### src/rtl/lsu_ctrl.sv
// Load/store sequencer: one memory instruction at a time over a single-outstanding req/ack bus.
// state | meaning:  IDLE - waiting to accept | BUSY - request on bus | DONE - one-cycle result/exception
module lsu_ctrl #(
  parameter int TIMEOUT     = 255,
  parameter int INST_ID_LEN = 6,
  parameter logic [INST_ID_LEN-1:0] ID_LB  = INST_ID_LEN'(1),
  parameter logic [INST_ID_LEN-1:0] ID_LH  = INST_ID_LEN'(2),
  parameter logic [INST_ID_LEN-1:0] ID_LW  = INST_ID_LEN'(3),
  parameter logic [INST_ID_LEN-1:0] ID_LBU = INST_ID_LEN'(4),
  parameter logic [INST_ID_LEN-1:0] ID_LHU = INST_ID_LEN'(5),
  parameter logic [INST_ID_LEN-1:0] ID_SB  = INST_ID_LEN'(6),
  parameter logic [INST_ID_LEN-1:0] ID_SH  = INST_ID_LEN'(7),
  parameter logic [INST_ID_LEN-1:0] ID_SW  = INST_ID_LEN'(8)
) (
  input  logic                   clk_i,
  input  logic                   rst_i,
  input  logic                   valid_i,
  input  logic [INST_ID_LEN-1:0] instr_id_i,
  input  logic [31:0]            addr_i,
  input  logic [31:0]            wdata_i,
  input  logic [4:0]             rd_i,
  input  logic                   flush_i,
  output logic                   stall_o,
  output logic                   wb_valid_o,
  output logic [31:0]            rdata_o,
  output logic [4:0]             rd_o,
  output logic                   misalign_o,
  output logic                   bus_err_o,
  output logic                   mem_req_o,
  output logic                   mem_we_o,
  output logic [31:0]            mem_addr_o,
  output logic [31:0]            mem_wdata_o,
  output logic [3:0]             mem_be_o,
  input  logic                   mem_ack_i,
  input  logic [31:0]            mem_rdata_i
);

  typedef enum logic [1:0] {IDLE, BUSY, DONE} state_t;

  localparam int CW = (TIMEOUT > 1) ? $clog2(TIMEOUT) : 1;
  localparam logic [CW-1:0] TC = CW'(TIMEOUT - 1);

  state_t          state, state_nxt;
  logic            is_ls, is_load, sext;
  logic [1:0]      size;
  logic            misalign_in, accept, kill;
  logic [3:0]      be_in;
  logic [31:0]     wdata_in;

  logic [1:0]      off_q, size_q;
  logic            load_q, sext_q, flush_q;
  logic [4:0]      rd_q;
  logic [CW-1:0]   cnt;
  logic            wb_q, mis_q, err_q;
  logic [31:0]     lane, load_ext;

  // size: 0 byte, 1 halfword, 2 word
  always_comb begin
    is_ls   = 1'b1;
    is_load = 1'b1;
    sext    = 1'b0;
    size    = 2'd2;
    case (instr_id_i)
      ID_LB:   begin size = 2'd0; sext = 1'b1; end
      ID_LH:   begin size = 2'd1; sext = 1'b1; end
      ID_LW:   size = 2'd2;
      ID_LBU:  size = 2'd0;
      ID_LHU:  size = 2'd1;
      ID_SB:   begin size = 2'd0; is_load = 1'b0; end
      ID_SH:   begin size = 2'd1; is_load = 1'b0; end
      ID_SW:   begin size = 2'd2; is_load = 1'b0; end
      default: begin is_ls = 1'b0; is_load = 1'b0; end
    endcase
  end

  always_comb begin
    misalign_in = ((size == 2'd1) && addr_i[0]) || ((size == 2'd2) && (addr_i[1:0] != 2'b00));
    accept      = (state == IDLE) && valid_i && !flush_i && is_ls;
    kill        = flush_q || flush_i;
    case (size)
      2'd0:    be_in = 4'b0001 << addr_i[1:0];
      2'd1:    be_in = addr_i[1] ? 4'b1100 : 4'b0011;
      default: be_in = 4'b1111;
    endcase
    case (size)
      2'd0:    wdata_in = {4{wdata_i[7:0]}};
      2'd1:    wdata_in = {2{wdata_i[15:0]}};
      default: wdata_in = wdata_i;
    endcase
  end

  always_comb begin
    lane = mem_rdata_i >> {off_q, 3'b000};
    case (size_q)
      2'd0:    load_ext = sext_q ? {{24{lane[7]}}, lane[7:0]} : {24'h0, lane[7:0]};
      2'd1:    load_ext = sext_q ? {{16{lane[15]}}, lane[15:0]} : {16'h0, lane[15:0]};
      default: load_ext = lane;
    endcase
  end

  always_ff @(posedge clk_i or posedge rst_i) begin
    if (rst_i) state <= IDLE;
    else       state <= state_nxt;
  end

  always_comb begin
    state_nxt = state;
    case (state)
      IDLE:    if (accept) state_nxt = misalign_in ? DONE : BUSY;
      BUSY:    if (mem_ack_i || (cnt == TC)) state_nxt = DONE;
      DONE:    state_nxt = IDLE;
      default: state_nxt = IDLE;
    endcase
  end

  always_ff @(posedge clk_i or posedge rst_i) begin
    if (rst_i) begin
      off_q       <= 2'b00;
      size_q      <= 2'd0;
      load_q      <= 1'b0;
      sext_q      <= 1'b0;
      flush_q     <= 1'b0;
      rd_q        <= 5'd0;
      cnt         <= '0;
      wb_q        <= 1'b0;
      mis_q       <= 1'b0;
      err_q       <= 1'b0;
      rdata_o     <= 32'h0;
      rd_o        <= 5'd0;
      mem_req_o   <= 1'b0;
      mem_we_o    <= 1'b0;
      mem_addr_o  <= 32'h0;
      mem_wdata_o <= 32'h0;
      mem_be_o    <= 4'b0000;
    end else begin
      wb_q  <= 1'b0;
      mis_q <= 1'b0;
      err_q <= 1'b0;
      case (state)
        IDLE: if (accept) begin
          off_q   <= addr_i[1:0];
          size_q  <= size;
          load_q  <= is_load;
          sext_q  <= sext;
          rd_q    <= rd_i;
          flush_q <= 1'b0;
          cnt     <= '0;
          if (misalign_in) begin
            mis_q <= 1'b1;
          end else begin
            mem_req_o   <= 1'b1;
            mem_we_o    <= !is_load;
            mem_addr_o  <= {addr_i[31:2], 2'b00};
            mem_be_o    <= be_in;
            mem_wdata_o <= wdata_in;
          end
        end
        BUSY: begin
          flush_q <= kill;
          if (mem_ack_i) begin
            mem_req_o <= 1'b0;
            mem_we_o  <= 1'b0;
            if (load_q && !kill) begin
              wb_q    <= 1'b1;
              rdata_o <= load_ext;
              rd_o    <= rd_q;
            end
          end else if (cnt == TC) begin
            mem_req_o <= 1'b0;
            mem_we_o  <= 1'b0;
            err_q     <= !kill;
          end else begin
            cnt <= cnt + 1'b1;
          end
        end
        default: ;
      endcase
    end
  end

  // a flush arriving in the DONE cycle still suppresses the result
  assign wb_valid_o = wb_q && !flush_i;
  assign misalign_o = mis_q && !flush_i;
  assign bus_err_o  = err_q && !flush_i;
  assign stall_o    = !rst_i && ((state == BUSY) || accept);

endmodule
### config.mk
export PLATFORM = sky130hd
export DESIGN_NAME = lsu_ctrl
export DESIGN_NICKNAME = d
export VERILOG_FILES = /design/src/rtl/lsu_ctrl.sv
export SDC_FILE = /design/constraint.sdc
export NUM_CORES = 1
export LEC_CHECK = 0
export CORE_MARGIN = 5
export CORE_UTILIZATION = 25
export CTS_CLUSTER_DIAMETER = 80
export DETAILED_ROUTE_END_ITERATION = 16
export GPL_TIMING_DRIVEN = 0
export PLACE_DENSITY = 0.5
export SETUP_SLACK_MARGIN = 0.4
export SLEW_MARGIN = 20
export SYNTH_ARGS = -nofsm -noshare
export SYNTH_HDL_FRONTEND = slang
export SYNTH_SLANG_ARGS = --single-unit
### constraint.sdc
create_clock -name clk_i -period 6.4 [get_ports clk_i]
set_input_delay 1.28 -clock clk_i [delete_from_list [all_inputs] [get_ports clk_i]]
set_output_delay 1.28 -clock clk_i [all_outputs]
set_load 0.1 [all_outputs]
**After elaboration in Yosys (flattened, before gate mapping)**

Cells that the tools add are included.

- Add/sub/neg operators: 1
- Eq/ne operators: 19
- Shift-type cells: 2
- Multiplexer cells: 37
- Bitwise operators: 1
- Reductions and logical operators: 35

Operators with widths:

| kind | number |
|---|---|
| one-hot mux 32 bit (2 select lines) | 2 |
| two-way mux 32 bit | 2 |
| right shift 32 x 5 -> 32 bit | 1 |
| == test 6 x 3 -> 1 bit, second input constant | 4 |
| two-way mux 8 bit | 3 |
| two-way mux 1 bit | 19 |
| one-hot mux 8 bit (2 select lines) | 1 |
| == test 6 x 2 -> 1 bit, second input constant | 2 |
| logical AND 1 bit | 10 |
| inequality test 2 bit, second input constant | 5 |
| adder 8 x 1 -> 8 bit, second input constant | 1 |
| == test 8 bit, second input constant | 1 |
| one-hot mux 2 bit (2 select lines) | 2 |
| one-hot mux 4 bit (2 select lines) | 1 |
| AND reduction 4 bit | 2 |
| OR reduction 8 bit | 1 |
| == test 2 x 1 -> 1 bit, second input constant | 3 |
| == test 6 x 1 -> 1 bit, second input constant | 1 |
| == test 6 x 4 -> 1 bit, second input constant | 1 |
| logical NOT 2 bit | 3 |
| two-way mux 2 bit | 3 |
| one-hot mux 1 bit (2 select lines) | 3 |
| AND reduction 2 bit | 3 |
| AND reduction 3 bit | 2 |
| 11 further kinds | 19 |

- Flip-flop bits (word level): 130
- Input bits: 112
- Output and inout port bits: 111
- Word-level logic and storage cells: 113

**Depth between registers and ports, before layout**

- Word-level depth: 9
- Depth in mapped cells: 9
- Gate-level depth less buffers: 7

**Worst setup path after synthesis**

OpenSTA, ideal clock, no wires.

- Path kind: in2out
- Start point: in instr_id_i[2]
- End point: out stall_o
- Arrival time: 3351 ps
- Required time: 5120 ps
- Path slack: 1769 ps
- Cell stages on the path: 6
- Path buffers: 2
- Path through: clkbuf_1 -> o31ai_1 -> and4_4 -> buf_6 -> nor2_1 -> nor2_1

- Cells in the longest elaborated chain, start to end: 6
- Elaborated cells on any way between the ends: 13
- Classes of those cells: eq/ne (8); mux (1); reduce/logical (4)

Ends and longest elaborated chain:

| element | line | RTL |
|---|---|---|
| from (decl) | 18 | `input logic [INST_ID_LEN-1:0] instr_id_i,` |
| == test 6 x 3 -> 1 bit, or another cell as far along | 63 | `case (instr_id_i)` |
| OR reduction 8 bit (no source line) * | -- |  |
| two-way mux 1 bit * | 63 |  |
| logical AND 1 bit * | 78 | `accept = (state == IDLE) && valid_i && !flush_i && is_ls;` |
| logical OR 1 bit * | 185 | `assign stall_o = !rst_i && ((state == BUSY) \|\| accept);` |
| logical AND 1 bit * | 185 |  |
| to (decl) | 23 | `output logic stall_o,` |

Every way passes the cells marked *; elsewhere a longest branch is shown, timed or not.

**Final worst setup path**

- Start point: in flush_i
- End point: out stall_o

- Cells in the longest elaborated chain, start to end: 5

Ends and longest elaborated chain:

| element | line | RTL |
|---|---|---|
| from (decl) | 22 | `input logic flush_i,` |
| logical NOT 1 bit | 78 |  |
| logical AND 1 bit (2 in series) | 78 |  |
| logical OR 1 bit | 185 |  |
| logical AND 1 bit | 185 |  |

Every way passes these cells.

==> impl_metrics.env <==
export IMPL_antenna_found_initial=0
export IMPL_p_per_area_nw_per_um2=340
export IMPL_setup_viol=0
export IMPL_h_tree_depth=4
export IMPL_grt_overflow=0
export IMPL_avgSynthCellArea_sq_um=11.2
export IMPL_cts_setup_buffers=0
export IMPL_holdBufCountCts=0
export IMPL_cts_resized=0
export IMPL_dp_hpwl_um=14800
export IMPL_fill_cells=2429
export IMPL_grt_pass1_wl_um=32100
export IMPL_syn_area_sq_um=6120
export IMPL_synth_top_area_share_pct=53.1
export IMPL_rows=57
export IMPL_max_cap_violations=0
export IMPL_antenna_left=0
export IMPL_clock_path_buffers=2
export IMPL_period_needed_ns=5.24
export IMPL_power_leakage_nw=4.09
export IMPL_die_height_um=167
export IMPL_arrival_ns=3.96
export IMPL_grt_pass1_vias=5353
export IMPL_maxSlewViolCount=0
export IMPL_tritoncts="done"
export IMPL_finalPower_mw=3.18
export IMPL_crit_start="flush_i"
export IMPL_num_nets_final=899
export IMPL_num_vias=5032
export IMPL_drc_errors=0
export IMPL_die_x_um=167
export IMPL_synth_edff_count=0
export IMPL_max_slew_margin_pct=29.4
export IMPL_clk_latency_ns=0.41
export IMPL_clock_fmax_mhz=191
export IMPL_crit_path_max_fanout=6
export IMPL_cp_end_kind="primary output"
export IMPL_r2r_slack_ns=4.01
export IMPL_crit_type="primary input to primary output"
export IMPL_synthFlopType="dfrtp_1"
export IMPL_synth_seq_area_share_pct=53.1
export IMPL_skew_ns=0.0137
export IMPL_initial_core_util_pct=25.3
export IMPL_synth_distinct_cells=55
export IMPL_r2r_cells=8
export IMPL_ys_seq_elements=130
export IMPL_grt_usage_pct=14.6
export IMPL_cts_made_buffers=17
export IMPL_ir_drop_uv=210
export IMPL_path_clk_slew_ns=0.06
export IMPL_status="complete, no violations"
export IMPL_cts_root_buf="clkbuf_16"
export IMPL_startpoint_type="primary input"
export IMPL_finalWirelength_um=20000
export IMPL_hold_violations=0
export IMPL_wl_per_cell_um=17.8
export IMPL_diodes=0
export IMPL_fin_util_pct=38.6
export IMPL_hp_class="register to register"
export IMPL_worstReg2RegEnd="rdata_o[16]"
export IMPL_via_per_inst=4.48
export IMPL_fin_crit_sh_pct=81.9
export IMPL_core_area_sq_um=24200
export IMPL_numPortBuffers=217
export IMPL_crit_required_ns=5.12
export IMPL_crit_path_end="stall_o"
export IMPL_grt_setup_unrepaired="false"
export IMPL_ioPinCount=223
export IMPL_cts_sinks=130
export IMPL_gp_congestion=0.775
export IMPL_async_reset_ff_share_pct=100
export IMPL_drt_iter0_drc=278
export IMPL_drive_gt1_share_pct=14.4
export IMPL_whs_ns=0.476
export IMPL_die_area_sq_um=27700
export IMPL_r2r_start="off_q[0]"
export IMPL_grt_max_degree=67
export IMPL_synth_area_top_cells="dfrtp_1 53%, mux2_2 7.5%, mux2i_1 5.2%"
export IMPL_first_pass_iters=4
export IMPL_syn_instance_count=547
export IMPL_area_growth_pct=52.7
export IMPL_worst_pin_slew_ns=1.06
export IMPL_ys_warn_count=0
export IMPL_yosys_area_top_type="dfrtp_1"
-- metal layers --
| metal | wire length (um) | vias to the layer above | GRT usage (%) | share of wire (%) |
|---|---|---|---|---|
| li1 | - | 2398 | - | - |
| met1 | 8790 | 2451 | 18.7 | 44 |
| met2 | 9030 | 171 | 23.0 | 45 |
| met3 | 1990 | 12 | 6.57 | 9.9 |
| met4 | 199 | 0 | 3.06 | 0.99 |
| met5 | 0 | - | 0 | 0 |
-- area by class of cell --
cell class,count,area (sq um),area share (%)
Buffer,39,239,2.56
Clock buffer,21,460,4.92
Clock inverter,11,153,1.63
Inverter,5,26.3,0.281
Multi-Input combinational cell,374,2620,28.0
Sequential cell,130,3250,34.8
Tap cell,324,405,4.33
Timing Repair Buffer,218,2200,23.5
-- stage by stage --
stage	instances	setup slack, ns	area, sq um	TNS (ns)
5_1_grt	1122	0.933	9350	0
3_5_place_dp	1090	1.11	8740	0
2_1_floorplan	548	1.65	6130	0
6_report	1122	1.16	9350	0
3_3_place_gp	1089	-0.865	8700	-110.45
4_1_cts	1122	1.11	9350	0
-- kinds of logic after synthesis --
family                     synth area share [%]
AOI/OAI and AO/OA                          13.3
xor gates and xnor gates                  0.429
adders and majority gates                 0.409
buffers and inverters                      4.21
DFF                                        53.1
muxes                                      16.3
other                                    0.0612
and+or+nand+nor                            12.1
-- synth_stat cells, types with 3 or more instances --
| library cell | number |
|---|---|
| buf_2 | 4 |
| inv_1 | 5 |
| o31ai_1 | 3 |
| mux2i_1 | 32 |
| nand2_1 | 74 |
| buf_1 | 5 |
| nor3_1 | 3 |
| nor2b_1 | 12 |
| dfrtp_1 | 130 |
| buf_4 | 8 |
| buf_6 | 4 |
| a21oi_1 | 29 |
| a211oi_1 | 9 |
| nor2_1 | 35 |
| nand2b_1 | 3 |
| mux2_2 | 41 |
| nand3_1 | 5 |
| o22a_1 | 16 |
| mux2_4 | 13 |
| clkbuf_1 | 16 |
| o21ai_0 | 43 |
| a22o_1 | 8 |
| and2_1 | 9 |
-- power by group --
part           internal [mW]  leakage (nW)  total, mW  switching (mW)
registers              0.920          1.74      0.974          0.0534
logic                  0.325          2.06       1.18           0.856
clock network          0.638         0.290       1.03           0.388
total                   1.88          4.09       3.18            1.30
-- placed cells by master (no fill, tap or decap), types with 5 or more instances in the layout --
cell	Yosys	layout
clkdlybuf4s50_1	0	217
dfrtp_1	130	130
nand2_1	74	74
o21ai_0	43	43
mux2_2	41	41
nor2_1	35	35
mux2i_1	32	32
a21oi_1	29	29
clkbuf_1	16	18
clkbuf_16	0	17
o22a_1	16	16
mux2_4	13	13
nor2b_1	12	12
and2_1	9	9
a211oi_1	9	9
buf_4	8	8
a22o_1	8	8
nand3_1	5	5
buf_1	5	5
-- how the worst min path moves through the flow --
stage                               start         endpoint  slack [ns]  cells past startpoint
after detailed placement          rd_q[0]          rd_q[0]        0.46                      2
after CTS                         rd_q[0]          rd_q[0]        0.48                      2
final                             rd_q[2]          rd_q[2]        0.48                      2
after global routing      mem_wdata_o[26]  mem_wdata_o[26]        0.51                      2
after global placement            rd_q[0]          rd_q[0]        0.46                      2
after floorplan                   rd_q[0]          rd_q[0]        0.44                      2
-- state kept, by name, summed over array words and instances (netlist names), 2 cells and up --
signal / cells
cnt: 8
mem_be_o: 4
rd_o: 5
mem_addr_o: 30
size_q: 2
rd_q: 5
off_q: 2
state: 2
rdata_o: 32
mem_wdata_o: 32
-- worst max-delay path: stages --
cell	delay, ns
clkdlybuf4s50_1	0.54
nor4b_2	0.43
and4_4	0.29
buf_6	0.13
nor2_1	0.06
nor2_1	0.09
clkdlybuf4s50_1	1.14
Power figures use the tool's default switching activity.
